File: config.mk
export PLATFORM = sky130hd
export DESIGN_NAME = arp_rx_parser
export DESIGN_NICKNAME = d
export VERILOG_FILES = /design/src/rtl/arp_rx_parser.sv
export SDC_FILE = /design/constraint.sdc
export NUM_CORES = 1
export LEC_CHECK = 0
export CAP_MARGIN = 0
export CORE_ASPECT_RATIO = 2
export CORE_MARGIN = 2
export CORE_UTILIZATION = 52
export DETAILED_ROUTE_END_ITERATION = 8
export GPL_TIMING_DRIVEN = 0
export PLACE_DENSITY = 0.76
export SLEW_MARGIN = 30
export SYNTH_ARGS = -nofsm -noshare
export SYNTH_HDL_FRONTEND = slang
export SYNTH_SLANG_ARGS = --single-unit
File: constraint.sdc
create_clock -name aclk -period 3.3 [get_ports aclk]
set_input_delay 0.825 -clock aclk [delete_from_list [all_inputs] [get_ports aclk]]
set_output_delay 0.825 -clock aclk [all_outputs]
set_load 0.02 [all_outputs]
File: src/rtl/arp_rx_parser.sv
// arp_rx_parser
// Receive-side front end of the ARP core. It takes raw Ethernet frames from
// an 8-bit AXI-Stream and checks the Ethernet and ARP headers. Each good
// frame produces one parsed record on a valid/ready output.
// The parser never back-pressures the MAC. A frame that cannot be delivered
// (bad header, runt, errored or output still occupied) is dropped and counted.
module arp_rx_parser #(
  parameter int CNT_WIDTH          = 16,
  parameter bit ACCEPT_UNICAST_ANY = 1'b0
) (
  input  logic                 aclk,
  input  logic                 aresetn,
  input  logic [47:0]          local_mac,
  input  logic [31:0]          local_ip,
  input  logic [7:0]           s_axis_tdata,
  input  logic                 s_axis_tvalid,
  output logic                 s_axis_tready,
  input  logic                 s_axis_tlast,
  input  logic                 s_axis_tuser,
  output logic                 m_arp_valid,
  input  logic                 m_arp_ready,
  output logic [15:0]          m_arp_oper,
  output logic [47:0]          m_arp_sha,
  output logic [31:0]          m_arp_spa,
  output logic [47:0]          m_arp_tha,
  output logic [31:0]          m_arp_tpa,
  output logic                 m_arp_tpa_match,
  output logic [CNT_WIDTH-1:0] stat_frames,
  output logic [CNT_WIDTH-1:0] stat_arp_ok,
  output logic [CNT_WIDTH-1:0] stat_drop
);

  // Byte positions inside the frame (big-endian header layout)
  localparam logic [5:0] IDX_DST_LAST = 6'd5;
  localparam logic [5:0] IDX_TPA_LAST = 6'd41;
  localparam logic [5:0] IDX_MAX      = 6'd42;

  localparam logic [CNT_WIDTH-1:0] CNT_ONE = CNT_WIDTH'(1);
  localparam logic [CNT_WIDTH-1:0] CNT_MAX = '1;

  typedef enum logic [0:0] {
    RECV      = 1'b0,
    WAIT_LAST = 1'b1
  } parserState_t;

  parserState_t r_state;
  parserState_t w_nextState;

  logic        r_tready;
  logic [5:0]  r_byteIdx;
  logic        r_bad;
  logic        r_dstBcast;
  logic        r_dstLocal;

  // Shadow copy of the ARP fields of the frame currently being parsed
  logic [15:0] r_shOper;
  logic [47:0] r_shSha;
  logic [31:0] r_shSpa;
  logic [47:0] r_shTha;
  logic [31:0] r_shTpa;

  // Output record register
  logic        r_arpValid;
  logic [15:0] r_arpOper;
  logic [47:0] r_arpSha;
  logic [31:0] r_arpSpa;
  logic [47:0] r_arpTha;
  logic [31:0] r_arpTpa;
  logic        r_arpTpaMatch;

  logic [CNT_WIDTH-1:0] r_statFrames;
  logic [CNT_WIDTH-1:0] r_statArpOk;
  logic [CNT_WIDTH-1:0] r_statDrop;

  logic        w_xfer;
  logic        w_lastXfer;
  logic [7:0]  w_localByte;
  logic        w_bcastNext;
  logic        w_localNext;
  logic        w_byteBad;
  logic        w_badNext;
  logic        w_inRecv;
  logic        w_tpaByte;
  logic [31:0] w_tpaNext;
  logic        w_runt;
  logic        w_slotFree;
  logic        w_deliver;
  logic        w_drop;

  assign w_xfer     = s_axis_tvalid && r_tready;
  assign w_lastXfer = w_xfer && s_axis_tlast;
  assign w_inRecv   = (r_state == RECV);

  // The TPA is the last header field; when the frame ends on its final byte
  // the decide logic must see that byte, so the shifted value is formed here
  assign w_tpaByte = w_inRecv && (r_byteIdx >= 6'd38) && (r_byteIdx <= IDX_TPA_LAST);
  assign w_tpaNext = w_tpaByte ? {r_shTpa[23:0], s_axis_tdata} : r_shTpa;

  // Per-byte header check, including the running destination-MAC comparison
  always_comb begin
    w_localByte = 8'h00;
    w_byteBad   = 1'b0;
    case (r_byteIdx)
      6'd0:    w_localByte = local_mac[47:40];
      6'd1:    w_localByte = local_mac[39:32];
      6'd2:    w_localByte = local_mac[31:24];
      6'd3:    w_localByte = local_mac[23:16];
      6'd4:    w_localByte = local_mac[15:8];
      6'd5:    w_localByte = local_mac[7:0];
      default: w_localByte = 8'h00;
    endcase
    w_bcastNext = r_dstBcast && (s_axis_tdata == 8'hFF);
    w_localNext = r_dstLocal && (s_axis_tdata == w_localByte);
    if (w_inRecv) begin
      case (r_byteIdx)
        IDX_DST_LAST: w_byteBad = !(ACCEPT_UNICAST_ANY || w_bcastNext || w_localNext);
        6'd12:        w_byteBad = (s_axis_tdata != 8'h08);
        6'd13:        w_byteBad = (s_axis_tdata != 8'h06);
        6'd14:        w_byteBad = (s_axis_tdata != 8'h00);
        6'd15:        w_byteBad = (s_axis_tdata != 8'h01);
        6'd16:        w_byteBad = (s_axis_tdata != 8'h08);
        6'd17:        w_byteBad = (s_axis_tdata != 8'h00);
        6'd18:        w_byteBad = (s_axis_tdata != 8'h06);
        6'd19:        w_byteBad = (s_axis_tdata != 8'h04);
        6'd20:        w_byteBad = (s_axis_tdata != 8'h00);
        6'd21:        w_byteBad = !((s_axis_tdata == 8'h01) || (s_axis_tdata == 8'h02));
        default:      w_byteBad = 1'b0;
      endcase
    end
  end

  assign w_badNext = r_bad || w_byteBad;

  // FSM state register
  always_ff @(posedge aclk) begin
    if (!aresetn) begin
      r_state <= RECV;
    end else begin
      r_state <= w_nextState;
    end
  end

  // FSM next state: leave RECV once the header is complete, return on tlast
  always_comb begin
    w_nextState = r_state;
    case (r_state)
      RECV: begin
        if (w_lastXfer) begin
          w_nextState = RECV;
        end else if (w_xfer && (r_byteIdx == IDX_TPA_LAST)) begin
          w_nextState = WAIT_LAST;
        end
      end
      WAIT_LAST: begin
        if (w_lastXfer) begin
          w_nextState = RECV;
        end
      end
      default: w_nextState = RECV;
    endcase
  end

  // FSM outputs: the deliver/drop decision made on the tlast beat
  always_comb begin
    w_runt     = w_inRecv && (r_byteIdx < IDX_TPA_LAST);
    w_slotFree = !r_arpValid || m_arp_ready;
    w_deliver  = 1'b0;
    w_drop     = 1'b0;
    if (w_lastXfer) begin
      w_deliver = !w_runt && !w_badNext && !s_axis_tuser && w_slotFree;
      w_drop    = !w_deliver;
    end
  end

  // Stream acceptance goes high the cycle after reset and stays high
  always_ff @(posedge aclk) begin
    if (!aresetn) begin
      r_tready <= 1'b0;
    end else begin
      r_tready <= 1'b1;
    end
  end

  // Byte index and per-frame flags, restarted at every frame boundary
  always_ff @(posedge aclk) begin
    if (!aresetn) begin
      r_byteIdx  <= 6'd0;
      r_bad      <= 1'b0;
      r_dstBcast <= 1'b1;
      r_dstLocal <= 1'b1;
    end else if (w_lastXfer) begin
      r_byteIdx  <= 6'd0;
      r_bad      <= 1'b0;
      r_dstBcast <= 1'b1;
      r_dstLocal <= 1'b1;
    end else if (w_xfer) begin
      if (r_byteIdx != IDX_MAX) begin
        r_byteIdx <= r_byteIdx + 6'd1;
      end
      r_bad <= w_badNext;
      if (w_inRecv && (r_byteIdx <= IDX_DST_LAST)) begin
        r_dstBcast <= w_bcastNext;
        r_dstLocal <= w_localNext;
      end
    end
  end

  // Shift the ARP fields into the shadow register as their bytes arrive
  always_ff @(posedge aclk) begin
    if (!aresetn) begin
      r_shOper <= 16'h0000;
      r_shSha  <= 48'h0;
      r_shSpa  <= 32'h0;
      r_shTha  <= 48'h0;
      r_shTpa  <= 32'h0;
    end else if (w_xfer && w_inRecv) begin
      if ((r_byteIdx >= 6'd20) && (r_byteIdx <= 6'd21)) begin
        r_shOper <= {r_shOper[7:0], s_axis_tdata};
      end
      if ((r_byteIdx >= 6'd22) && (r_byteIdx <= 6'd27)) begin
        r_shSha <= {r_shSha[39:0], s_axis_tdata};
      end
      if ((r_byteIdx >= 6'd28) && (r_byteIdx <= 6'd31)) begin
        r_shSpa <= {r_shSpa[23:0], s_axis_tdata};
      end
      if ((r_byteIdx >= 6'd32) && (r_byteIdx <= 6'd37)) begin
        r_shTha <= {r_shTha[39:0], s_axis_tdata};
      end
      r_shTpa <= w_tpaNext;
    end
  end

  // Output record: load on deliver, otherwise hold until the consumer takes it
  always_ff @(posedge aclk) begin
    if (!aresetn) begin
      r_arpValid    <= 1'b0;
      r_arpOper     <= 16'h0000;
      r_arpSha      <= 48'h0;
      r_arpSpa      <= 32'h0;
      r_arpTha      <= 48'h0;
      r_arpTpa      <= 32'h0;
      r_arpTpaMatch <= 1'b0;
    end else if (w_deliver) begin
      r_arpValid    <= 1'b1;
      r_arpOper     <= r_shOper;
      r_arpSha      <= r_shSha;
      r_arpSpa      <= r_shSpa;
      r_arpTha      <= r_shTha;
      r_arpTpa      <= w_tpaNext;
      r_arpTpaMatch <= (w_tpaNext == local_ip);
    end else if (r_arpValid && m_arp_ready) begin
      r_arpValid <= 1'b0;
    end
  end

  // Saturating statistics counters
  always_ff @(posedge aclk) begin
    if (!aresetn) begin
      r_statFrames <= '0;
      r_statArpOk  <= '0;
      r_statDrop   <= '0;
    end else begin
      if (w_lastXfer && (r_statFrames != CNT_MAX)) begin
        r_statFrames <= r_statFrames + CNT_ONE;
      end
      if (w_deliver && (r_statArpOk != CNT_MAX)) begin
        r_statArpOk <= r_statArpOk + CNT_ONE;
      end
      if (w_drop && (r_statDrop != CNT_MAX)) begin
        r_statDrop <= r_statDrop + CNT_ONE;
      end
    end
  end

  assign s_axis_tready   = r_tready;
  assign m_arp_valid     = r_arpValid;
  assign m_arp_oper      = r_arpOper;
  assign m_arp_sha       = r_arpSha;
  assign m_arp_spa       = r_arpSpa;
  assign m_arp_tha       = r_arpTha;
  assign m_arp_tpa       = r_arpTpa;
  assign m_arp_tpa_match = r_arpTpaMatch;
  assign stat_frames     = r_statFrames;
  assign stat_arp_ok     = r_statArpOk;
  assign stat_drop       = r_statDrop;

endmodule

* After elaboration in Yosys (flattened, before gate mapping) *
Index checks and enable logic that the tools add are counted.

operators by class
  eq/ne operators = 29
  multiplexer cells = 13
  multiply operators = 0
  reductions and logical operators = 45
  $lt $le $gt $ge = 12
  $add $sub $neg = 4
  div/mod/pow operators = 0
  bitwise operators = 2
  shift operators = 0

operators by type and width
  operator                                                                              number
  16-bit by 1-bit adder with 16-bit output (second input constant)                      3
  16-bit inequality test (second input constant)                                        3
  8-bit one-hot mux with 6 select lines                                                 1
  6-bit by 5-bit == test with 1-bit output (second input constant)                      6
  32-bit == test                                                                        1
  32-bit two-way mux                                                                    1
  6-bit by 4-bit == test with 1-bit output (second input constant)                      4
  1-bit logical AND                                                                     21
  6-bit by 5-bit greater-or-equal comparator with 1-bit output (second input constant)  3
  6-bit by 5-bit less-or-equal comparator with 1-bit output (second input constant)     3
  8-bit by 3-bit inequality test with 1-bit output (second input constant)              2
  6-bit by 2-bit == test with 1-bit output (second input constant)                      2
  6-bit by 3-bit == test with 1-bit output (second input constant)                      2
  6-bit greater-or-equal comparator (second input constant)                             2
  6-bit less-or-equal comparator (second input constant)                                2
  2-bit AND reduction                                                                   6
  1-bit two-way mux                                                                     9
  8-bit by 1-bit == test with 1-bit output (second input constant)                      1
  8-bit by 2-bit == test with 1-bit output (second input constant)                      1
  8-bit == test                                                                         1
  8-bit == test (second input constant)                                                 1
  8-bit by 1-bit inequality test with 1-bit output (second input constant)              1
  8-bit by 4-bit inequality test with 1-bit output (second input constant)              1
  8-bit nonzero test                                                                    1
  15 further kinds                                                                      27

word-level totals
  bits in read-only memories = 0
  bits in writable memories = 0
  output and inout port bits = 227
  word-level logic and storage cells = 126
  bits in latches = 0
  register bits = 413
  memories = 0

* Logic depth before layout (Yosys ltp) *
Gate-level depths: netlist (run 1).

  word-level depth = 16
  depth in mapped cells = 12
  mapped depth without buffers = 9

* Worst setup path before layout (run 1) *
Ideal clock, no wire load.

  path kind = input-to-reg
  from = input port s_axis_tdata[4]
  to = register r_bad
  arrival time = 2.542 ns
  cell stages on the path = 6
  slack = 0.644 ns
  library setup time = 0.115 ns
  cells stage by stage = clkbuf_1 > or4_1 > a211o_1 > or3_1 > a211o_1 > o21a_1

on the way
  word-level cells in the longest chain between the ends = 7
  elaborated cells between the ends (all ways) = 18
  those cells by class = eq/ne: 8; mux: 2; reduce/logical: 8

RTL lines
  item                                       line      text
  start, declared                            15        input logic [7:0] s_axis_tdata,
  8-bit == test (on tied branches)           112, 113
  1-bit logical AND (on tied branches)       112, 113
  1-bit logical OR                           116       IDX_DST_LAST: w_byteBad = !(ACCEPT_UNICAST_ANY || w_bcastNext || w_localNext);
  1-bit logical NOT                          116
  1-bit one-hot mux with 7 select lines (*)  115       case (r_byteIdx)
  1-bit two-way mux (*)                      114       if (w_inRecv) begin
  1-bit logical OR (*)                       132       assign w_badNext = r_bad || w_byteBad;
  end signal, assigned                       200       r_bad <= w_badNext;
  end, declared                              51        logic r_bad;

Every way passes the cells marked *; elsewhere a longest branch is shown, timed or not.
A chain may end at the register's enable or synchronous reset.

* Worst setup path after layout (run 1) *
  from = input port s_axis_tvalid
  to = register r_arpTpa[3], in the netlist m_arp_tpa[3]

on the way
  word-level cells in the longest chain between the ends = 3

RTL lines
  item                  line  text
  start, declared       16    input logic s_axis_tvalid,
  1-bit logical AND     90    assign w_xfer = s_axis_tvalid && r_tready;
  1-bit logical AND     91    assign w_lastXfer = w_xfer && s_axis_tlast;
  1-bit two-way mux     169   if (w_lastXfer) begin
  end signal, assigned  249   r_arpTpa <= w_tpaNext;
  end, declared         68    logic [31:0] r_arpTpa;

Every way passes these cells.

==> results of run 1 <==
## what timing repair did
item,in CTS,in global routing
endpoints found under the setup margin,30,5
setup buffers,0,0
resized for setup,4,9
## synthesized netlist by cell type (3+ instances only)
master                      count  share of area (%)
sky130_fd_sc_hd__a2111oi_0      4               0.21
sky130_fd_sc_hd__a211o_1        3               0.16
sky130_fd_sc_hd__a211oi_1       6               0.27
sky130_fd_sc_hd__a21oi_1      338                 10
sky130_fd_sc_hd__a221oi_1       8               0.42
sky130_fd_sc_hd__a22o_1         4               0.21
sky130_fd_sc_hd__a22oi_1       14               0.62
sky130_fd_sc_hd__a311oi_1      25                1.3
sky130_fd_sc_hd__and2_1         3               0.11
sky130_fd_sc_hd__and3_1         9               0.33
sky130_fd_sc_hd__buf_1         10               0.22
sky130_fd_sc_hd__buf_2         12               0.36
sky130_fd_sc_hd__buf_4          3               0.13
sky130_fd_sc_hd__clkbuf_1     144                3.2
sky130_fd_sc_hd__dfxtp_1      413                 49
sky130_fd_sc_hd__ha_1           8               0.59
sky130_fd_sc_hd__inv_1         22               0.49
sky130_fd_sc_hd__mux2i_1       24                1.4
sky130_fd_sc_hd__nand2_1      673                 15
sky130_fd_sc_hd__nand2b_1       9               0.33
sky130_fd_sc_hd__nand3_1       53                1.6
sky130_fd_sc_hd__nand4_1       19               0.70
sky130_fd_sc_hd__nor2_1       113                2.5
sky130_fd_sc_hd__nor2b_1       10               0.37
sky130_fd_sc_hd__nor3_1        15               0.44
sky130_fd_sc_hd__nor4_1        23               0.85
sky130_fd_sc_hd__o211ai_1       5               0.22
sky130_fd_sc_hd__o21ai_0       23               0.68
sky130_fd_sc_hd__o21ai_1        3              0.089
sky130_fd_sc_hd__o22ai_1        5               0.19
sky130_fd_sc_hd__or2_2          3               0.11
sky130_fd_sc_hd__or3_1         13               0.48
sky130_fd_sc_hd__xnor2_1       50                2.6
sky130_fd_sc_hd__xor2_1        38                2.0
## placed cells by master (no fill, tap or decap), types with 6 or more instances in the layout
master                            netlist  routed
sky130_fd_sc_hd__clkdlybuf4s50_1        0     316
sky130_fd_sc_hd__nand3_1               53      53
sky130_fd_sc_hd__o21ai_0               23      23
sky130_fd_sc_hd__xor2_1                38      38
sky130_fd_sc_hd__a211oi_1               6       6
sky130_fd_sc_hd__a221oi_1               8       8
sky130_fd_sc_hd__clkinv_2               0       9
sky130_fd_sc_hd__a22oi_1               14      13
sky130_fd_sc_hd__clkbuf_1             144     138
sky130_fd_sc_hd__nand2_1              673     673
sky130_fd_sc_hd__nor3_1                15      15
sky130_fd_sc_hd__mux2i_1               24      24
sky130_fd_sc_hd__clkbuf_16              0      36
sky130_fd_sc_hd__nor4_1                23      23
sky130_fd_sc_hd__buf_2                 12      12
sky130_fd_sc_hd__ha_1                   8       8
sky130_fd_sc_hd__and3_1                 9       9
sky130_fd_sc_hd__a311oi_1              25      25
sky130_fd_sc_hd__dfxtp_1              413     413
sky130_fd_sc_hd__clkbuf_2               1       9
sky130_fd_sc_hd__a21oi_1              338     338
sky130_fd_sc_hd__buf_1                 10      10
sky130_fd_sc_hd__nand4_1               19      19
sky130_fd_sc_hd__inv_1                 22      22
sky130_fd_sc_hd__xnor2_1               50      50
sky130_fd_sc_hd__nor2b_1               10      10
sky130_fd_sc_hd__nor2_1               113     113
sky130_fd_sc_hd__or3_1                 13      13
sky130_fd_sc_hd__nand2b_1               9       9
## sequential cells by signal, summed over array words and instances (netlist names), 6 cells and up
name / flops
stat_drop: 16
r_byteIdx: 6
r_shSha: 48
r_shTpa: 32
r_shOper: 16
r_shSpa: 32
m_arp_spa: 32
m_arp_sha: 48
stat_frames: 16
stat_arp_ok: 16
r_shTha: 48
m_arp_oper: 16
m_arp_tha: 48
m_arp_tpa: 32
## per-layer routing
layer	wire, um	GRT usage [%]	up-vias
met5	0	0	-
met1	20100	32.3	7776
met2	32500	66.6	671
li1	-	-	7935
met3	2800	4.23	236
met4	5170	25.9	0
## per-stage QoR
stage	cell area, um^2	worst slack (ns)
2_1_floorplan	16900	0.644
3_3_place_gp	20600	-0.657
3_5_place_dp	20600	-0.701
4_1_cts	21800	0.0668
5_1_grt	21800	-0.0135
6_report	21800	0.0868
## area by class of cell
class | instances | area (um^2) | area share [%]
well taps | 427 | 534 | 2.45
clock buffers | 43 | 977 | 4.48
inverters | 22 | 82.6 | 0.379
clock inverters | 18 | 215 | 0.987
repair buffers | 316 | 3160 | 14.5
diodes | 1 | 2.50 | 0.0115
flip-flops and latches | 413 | 8270 | 37.9
plain buffers | 170 | 676 | 3.10
multi-input cells | 1554 | 7880 | 36.1
## cells by family after synthesis
group / after synthesis
and+or+nand+nor: 969
AOI/OAI and AO/OA: 463
DFF: 413
xor gates and xnor gates: 88
buffers and inverters: 192
adders and majority gates: 8
muxes: 26
## power groups by stage
stage / logic (mW) / registers (mW) / clock network [mW]
after global routing: 0.480 / 4.99 / 4.58
final: 0.454 / 4.99 / 4.36
after global placement: 0.441 / 5.11 / 0
after CTS: 0.446 / 4.99 / 4.38
after floorplan: 0.202 / 5.11 / 0
after detailed placement: 0.444 / 5.11 / 0
## critical path: stages
cell,delay (ns)
sky130_fd_sc_hd__clkdlybuf4s50_1,0.63
sky130_fd_sc_hd__nand3_1,0.22
sky130_fd_sc_hd__or2_4,0.32
sky130_fd_sc_hd__nor2_1,0.16
sky130_fd_sc_hd__clkbuf_2,0.43
sky130_fd_sc_hd__clkbuf_1,0.55
sky130_fd_sc_hd__o211ai_1,0.28
sky130_fd_sc_hd__o21ai_0,0.15
sky130_fd_sc_hd__nor2_1,0.05
## worst min-delay path by stage
stage,to,depth (start not counted),slack [ns]
4_1_cts,m_arp_sha[19]$_SDFFE_PN0P_,2,0.45
3_3_place_gp,m_arp_spa[29]$_SDFFE_PN0P_,2,0.44
6_report,m_arp_sha[19]$_SDFFE_PN0P_,2,0.45
5_1_grt,m_arp_spa[27]$_SDFFE_PN0P_,2,0.46
3_5_place_dp,m_arp_sha[19]$_SDFFE_PN0P_,2,0.45
2_1_floorplan,m_arp_oper[10]$_SDFFE_PN0P_,2,0.43
==> results.rst, run 1 <==
.. list-table::
   :header-rows: 1

   * - Metric
     - Value
   * - Sw Ratio
     - 22.4%
   * - Critical path fanouts, max
     - 10
   * - Fraction of registers with async set/reset
     - 0%
   * - Synth Area in Adders
     - 0.593%
   * - Lkg Pwr
     - 7.01 nW
   * - Shortest period the worst path allows
     - 3.21 ns
   * - Port Buffer Count
     - 316
   * - Final-report max-slew violation count
     - 0
   * - Starting density of the core
     - 52.6%
   * - Count of flip-flops with a built-in enable after synthesis
     - 0
   * - Post-synth cell types
     - 72
   * - Number of register bits inferred by synthesis
     - 413
   * - Max Freq
     - 311 MHz
   * - Kind of end point of the critical path
     - flop
   * - Remaining max-slew budget at the tightest pin
     - 31.4%
   * - Total wire length
     - 60600 um
   * - Type of the most critical hold path
     - reg2reg
   * - Die height
     - 259 um
   * - Simple-gate portion of the synthesized area
     - 24.2%
   * - Critical Setup Path Class
     - in2reg
   * - Slack of the worst reg-to-reg path
     - 0.11 ns
   * - Result of the run
     - finished, final reports clean
   * - Final number of setup-violating endpoints
     - 0
   * - Min-Delay Startpoint
     - m_arp_sha[19]$_SDFFE_PN0P_
   * - Pin count of the biggest net entering global routing
     - 18
   * - Number of synthesis warnings
     - 0
   * - Worst ir drop on vdd
     - 0.387 mV
   * - Maximum capacitance violations
     - 0
   * - CTS tree
     - built
   * - Skew-Pair Late Insertion Delay
     - 0.55 ns
   * - Global-route wire length before repair
     - 90900 um
   * - Setup TNS
     - 0 ns
   * - Mean instance size in the synthesized netlist
     - 7.82 um^2
   * - Clock tree sinks
     - 413
   * - Final Power
     - 9.81 mW
   * - Routability cong.
     - 0.999
   * - Termination of the worst setup path
     - m_arp_tpa[3]$_SDFFE_PN0P_
   * - DR vias
     - 16600
   * - Area growth from synthesis to layout
     - 29.1%
   * - Clock tree root buffer cell
     - sky130_fd_sc_hd__clkbuf_16
   * - Power Dens Cells
     - 450 nW/um^2
   * - Post-synthesis compound-gate area fraction
     - 15.7%
   * - Post-synthesis cell area
     - 16900 um^2
   * - Part of the Yosys area used for sequential elements
     - 49.0%
   * - Combinational share of power
     - 4.6%
   * - Area of the core
     - 32100 um^2
   * - Final core utilization
     - 67.9%
   * - Clock network fraction of design power
     - 44.5%
   * - H-Tree Level Count
     - 2
   * - Cell count of the worst reg-to-reg path
     - 10
   * - Final clock skew
     - 0.0188 ns
   * - Sequential Power Share
     - 50.9%
   * - Dominant combinational cell family by area after synthesis
     - simple AND/OR/NAND/NOR gates
   * - Hold slack final
     - 0.452 ns
   * - Average detailed-routed wire length per instance
     - 20.4 um
   * - Start point of the critical path
     - s_axis_tvalid
   * - WP data arrival
     - 3.62 ns
   * - Number of hold violations in the final report
     - 0
   * - Row cnt
     - 93
   * - Die ar.
     - 34000 um^2
   * - Number of antenna violations at the first check in global routing
     - 1
   * - Placed cell count
     - 2902
   * - Number of global-route vias before repair
     - 16300
   * - Overall routing resource usage
     - 34.3%
   * - Post-synth top flop
     - sky130_fd_sc_hd__dfxtp_1
   * - Post-Synthesis Net Count
     - 2261
   * - Endpoint of the worst register-to-register path
     - m_arp_tpa_match$_SDFFE_PN0P_
   * - Total Nets Final
     - 2615
   * - Synthesized instance count
     - 2159
   * - Endpoint required time on the critical path
     - 3.71 ns
   * - Crit path launch type
     - primary input
   * - Count of hold buffers inserted by post-cts repair
     - 0
   * - Clock slew at the register clock pins of the worst setup and hold paths
     - 0.07 ns
   * - Filler instances
     - 2794
   * - Synth Area in XOR/XNOR
     - 4.57%
   * - Router iterations before antenna repair
     - 5
   * - Fin cells
     - 2964
   * - Antenna Violating Nets Remaining
     - 0
   * - Worst reg2reg path startpoint
     - r_byteIdx[0]$_SDFFE_PP0P_
   * - Via count normalized by instance count
     - 5.61
   * - # DRC
     - 0
   * - Max Root-Sink Buffers
     - 3
   * - Fraction of final layout cells with drive strength greater than 1
     - 3.86%
   * - Starting DRT DRC Count
     - 988
   * - Gr ovfl total
     - 0
   * - HPWL Detailed
     - 46700 um
   * - Share of cell area taken by muxes after synthesis
     - 1.56%
   * - Internal power
     - 7.61 mW
   * - TritonCTS Buffers
     - 36
   * - P_sw
     - 2.20 mW
   * - I/O pin count
     - 321
   * - Chip Width
     - 131 um
   * - Period Utilization, post-route
     - 97.4%
   * - Worst-margin pin slew
     - 1.03 ns
Power figures use the tool's default switching activity.
==> inputs of run 2 (changes only) <==
- CORE_UTILIZATION: 52 -> 60
- DONT_BUFFER_PORTS: default -> 1
- PLACE_DENSITY: 0.76 -> 0.72
==> run 2 against run 1 <==
- non-clock buffer count down 316
- register-to-register slack worse by 0.03 ns
- fmax is 0.32% lower
- sequential power barely moved
- design area shrank 15%
- first-iteration DRC count is 0.30% higher
- setup slack lost 0.010 ns
- total power decreased by 1.9%
- clock power down 0.9%
- critical endpoint is now r_bad$_SDFFE_PP0P_
- via count is 7.2% lower
==> results.rst, run 2 (synthesis results as in run 1) <==
.. list-table::
   :header-rows: 1

   * - Metric
     - Value
   * - Die height
     - 241 um (-6.8%)
   * - Fraction of final layout cells with drive strength greater than 1
     - 4.05% (+0.18 points)
   * - Critical Setup Path Class
     - reg2reg
   * - WHS Endpoint
     - s_axis_tready$_DFF_P_
   * - Max Freq
     - 310 MHz (-0.32%)
   * - Kind of end point of the critical path
     - flop
   * - Critical Path, Cell by Cell
     - inv_1 -> ha_1 -> buf_2 -> clkbuf_1 -> a22oi_1 -> a21oi_1 -> a221oi_1 -> xnor2_1 -> nor4_1 -> a21oi_1 -> o21a_1
   * - Gr ovfl total
     - 0 (unchanged)
   * - Number of antenna violations at the first check in global routing
     - 2 (+1)
   * - Clock tree sinks
     - 413 (unchanged)
   * - Power Dens Cells
     - 519 nW/um^2 (+15%)
   * - Number of hold violations in the final report
     - 0 (unchanged)
   * - Setup ws final
     - 0.0767 ns (-0.0102 ns)
   * - Kind of cell with the highest combined delay on the critical path
     - compound AO/OA/AOI/OAI gates
   * - Period Utilization, post-route
     - 97.7% (+0.31 points)
   * - Lkg Pwr
     - 5.85 nW (-16%)
   * - TritonCTS Buffers
     - 36 (unchanged)
   * - Endpoint of the worst register-to-register path
     - r_bad$_SDFFE_PP0P_
   * - Highest-count cells in the layout ignoring fill and taps
     - sky130_fd_sc_hd__nand2_1, sky130_fd_sc_hd__dfxtp_1, sky130_fd_sc_hd__a21oi_1, sky130_fd_sc_hd__clkbuf_1, sky130_fd_sc_hd__nor2_1
   * - Sw Ratio
     - 22.3% (-0.12 points)
   * - P_sw
     - 2.15 mW (-2.4%)
   * - Final clock skew
     - 0.0184 ns (-0.000401 ns)
   * - Router iterations before antenna repair
     - 7 (+2)
   * - Sequential Power Share
     - 51.9% (+1.0 points)
   * - Antenna Violating Nets Remaining
     - 0 (unchanged)
   * - Number of global-route vias before repair
     - 15100 (-7.5%)
   * - Critical path fanouts, max
     - 10 (unchanged)
   * - Critical Path Most Common Cell
     - sky130_fd_sc_hd__a21oi_1
   * - Shortest period the worst path allows
     - 3.22 ns (+0.0102 ns)
   * - Worst ir drop on vdd
     - 0.499 mV (+29%)
   * - Row cnt
     - 86 (-7.5%)
   * - DR vias
     - 15400 (-7.2%)
   * - Final number of setup-violating endpoints
     - 0 (unchanged)
   * - Count of hold buffers inserted by post-cts repair
     - 0 (unchanged)
   * - WP data arrival
     - 3.65 ns (+0.03 ns)
   * - Port Buffer Count
     - 0 (-100%)
   * - Endpoint required time on the critical path
     - 3.73 ns (+0.02 ns)
   * - Chip Width
     - 123 um (-6.7%)
   * - Starting density of the core
     - 61.0% (+8.5 points)
   * - Type of the most critical hold path
     - in2reg
   * - Combinational share of power
     - 3.2% (-1.4 points)
   * - Crit-path slowest cell
     - sky130_fd_sc_hd__a221oi_1
   * - Max Root-Sink Buffers
     - 3 (unchanged)
   * - Maximum capacitance violations
     - 0 (unchanged)
   * - Skew-Pair Late Insertion Delay
     - 0.54 ns (about the same)
   * - Worst-margin pin slew
     - 1.01 ns (-0.0194 ns)
   * - Final Cell Area
     - 18500 um^2 (-15%)
   * - HPWL Detailed
     - 41300 um (-12%)
   * - Area of the core
     - 27700 um^2 (-14%)
   * - Final-report max-slew violation count
     - 0 (unchanged)
   * - Area growth from synthesis to layout
     - 9.82%
   * - Routability cong.
     - 1.00 (+0.58%)
   * - Final core utilization
     - 67.0% (-0.83 points)
   * - # DRC
     - 0 (unchanged)
   * - Global-route wire length before repair
     - 82400 um (-9.4%)
   * - Internal power
     - 7.48 mW (-1.7%)
   * - Post-placement worst setup slack
     - -0.259 ns (+0.442 ns)
   * - Unrepaired setup endpoints after global routing
     - false
   * - Placed cell areas
     - 17300 um^2 (-16%)
   * - Result of the run
     - finished, final reports clean
   * - Remaining max-slew budget at the tightest pin
     - 32.7% (+1.3 points)
   * - Total Nets Final
     - 2299 (-12%)
   * - Clock tree root buffer cell
     - sky130_fd_sc_hd__clkbuf_16
   * - Total wire length
     - 54700 um (-9.7%)
   * - Average detailed-routed wire length per instance
     - 21.2 um (+3.8%)
   * - Clock network fraction of design power
     - 44.8% (+0.3 points)
   * - Pin count of the biggest net entering global routing
     - 17 (-1)
   * - Crit path launch type
     - flop
   * - Die ar.
     - 29600 um^2 (-13%)
   * - Slack of the worst reg-to-reg path
     - 0.08 ns (-0.03 ns)
   * - Min-Delay Startpoint
     - aresetn
   * - Largest stage delay on the critical path
     - 0.53 ns (-0.10 ns)
   * - Worst reg2reg path startpoint
     - r_byteIdx[1]$_SDFFE_PP0P_
   * - CTS tree
     - built
   * - I/O pin count
     - 321 (unchanged)
   * - Cell count of the worst reg-to-reg path
     - 11 (+1)
   * - Clock slew at the register clock pins of the worst setup and hold paths
     - 0.07 ns (about the same)
   * - H-Tree Level Count
     - 2 (unchanged)
   * - Overall routing resource usage
     - 36.3% (+2.0 points)
   * - Most frequent standard cell in the layout excluding fill and tap cells
     - sky130_fd_sc_hd__nand2_1
   * - Buffers plus inverters on the worst setup path
     - 3 (unchanged)
   * - # Post-CTS Setup Buffers
     - 0 (unchanged)
   * - Worst Hold Depth
     - 0 (-2)
   * - Via count normalized by instance count
     - 5.98 (+6.6%)
   * - Starting DRT DRC Count
     - 991 (+0.30%)
==> run 2: through the flow <==
stage               total power, mW  TNS [ns]  std cells  hold WS, ns
floorplan                      5.31         0       2159        0.431
global placement               5.41     -2.91       2511        0.441
detailed placement             5.41     -3.72       2511        0.448
CTS                            9.65         0       2576        0.288
global route                   9.86         0       2577        0.294
finish                         9.62         0       2579        0.305
==> run 2: timing repair <==
action                                 in CTS  in global routing
endpoints found under the hold margin       0                  0
resized for setup                           2                 10
setup endpoints to repair                   1                  6
==> run 2: area by class of cell <==
class	count	area (um^2)
clock buffers	52	1010
diodes	3	7.51
multi-input cells	1554	7890
well taps	352	440
fillers	2443	9120
inverters	22	82.6
clock inverters	13	170
flip-flops and latches	413	8270
plain buffers	170	671
==> run 2: how the worst max path moves through the flow <==
stage	slack [ns]	depth (start not counted)	to	startpoint
finish	0.08	11	r_bad$_SDFFE_PP0P_	r_byteIdx[1]$_SDFFE_PP0P_
global route	0.005	11	r_shTpa[20]$_SDFFE_PN0P_	r_byteIdx[0]$_SDFFE_PP0P_
CTS	0.08	11	m_arp_tpa[23]$_SDFFE_PN0P_	r_byteIdx[0]$_SDFFE_PP0P_
detailed placement	-0.26	8	m_arp_tpa_match$_SDFFE_PN0P_	s_axis_tdata[2]
global placement	-0.31	8	m_arp_tpa_match$_SDFFE_PN0P_	s_axis_tdata[2]
floorplan	0.64	6	r_bad$_SDFFE_PP0P_	s_axis_tdata[4]
==> run 2: power by group through the flow <==
stage                     Clock [mW]  Sequential (mW)  Combinational (mW)
final                           4.32             5.00               0.310
after global routing            4.54             4.99               0.330
after CTS                       4.35             5.00               0.304
after detailed placement           0             5.11               0.303
after global placement             0             5.11               0.298
after floorplan                    0             5.11               0.202
==> run 2: routing by layer <==
layer	vias up	share of wire (%)	track usage [%]	wire, um
met5	-	0	0	0
met4	0	7.9	26.3	4330
met3	224	7.0	8.15	3820
met2	666	52	65.8	28300
met1	7207	33	35.4	18200
li1	7318	-	-	-
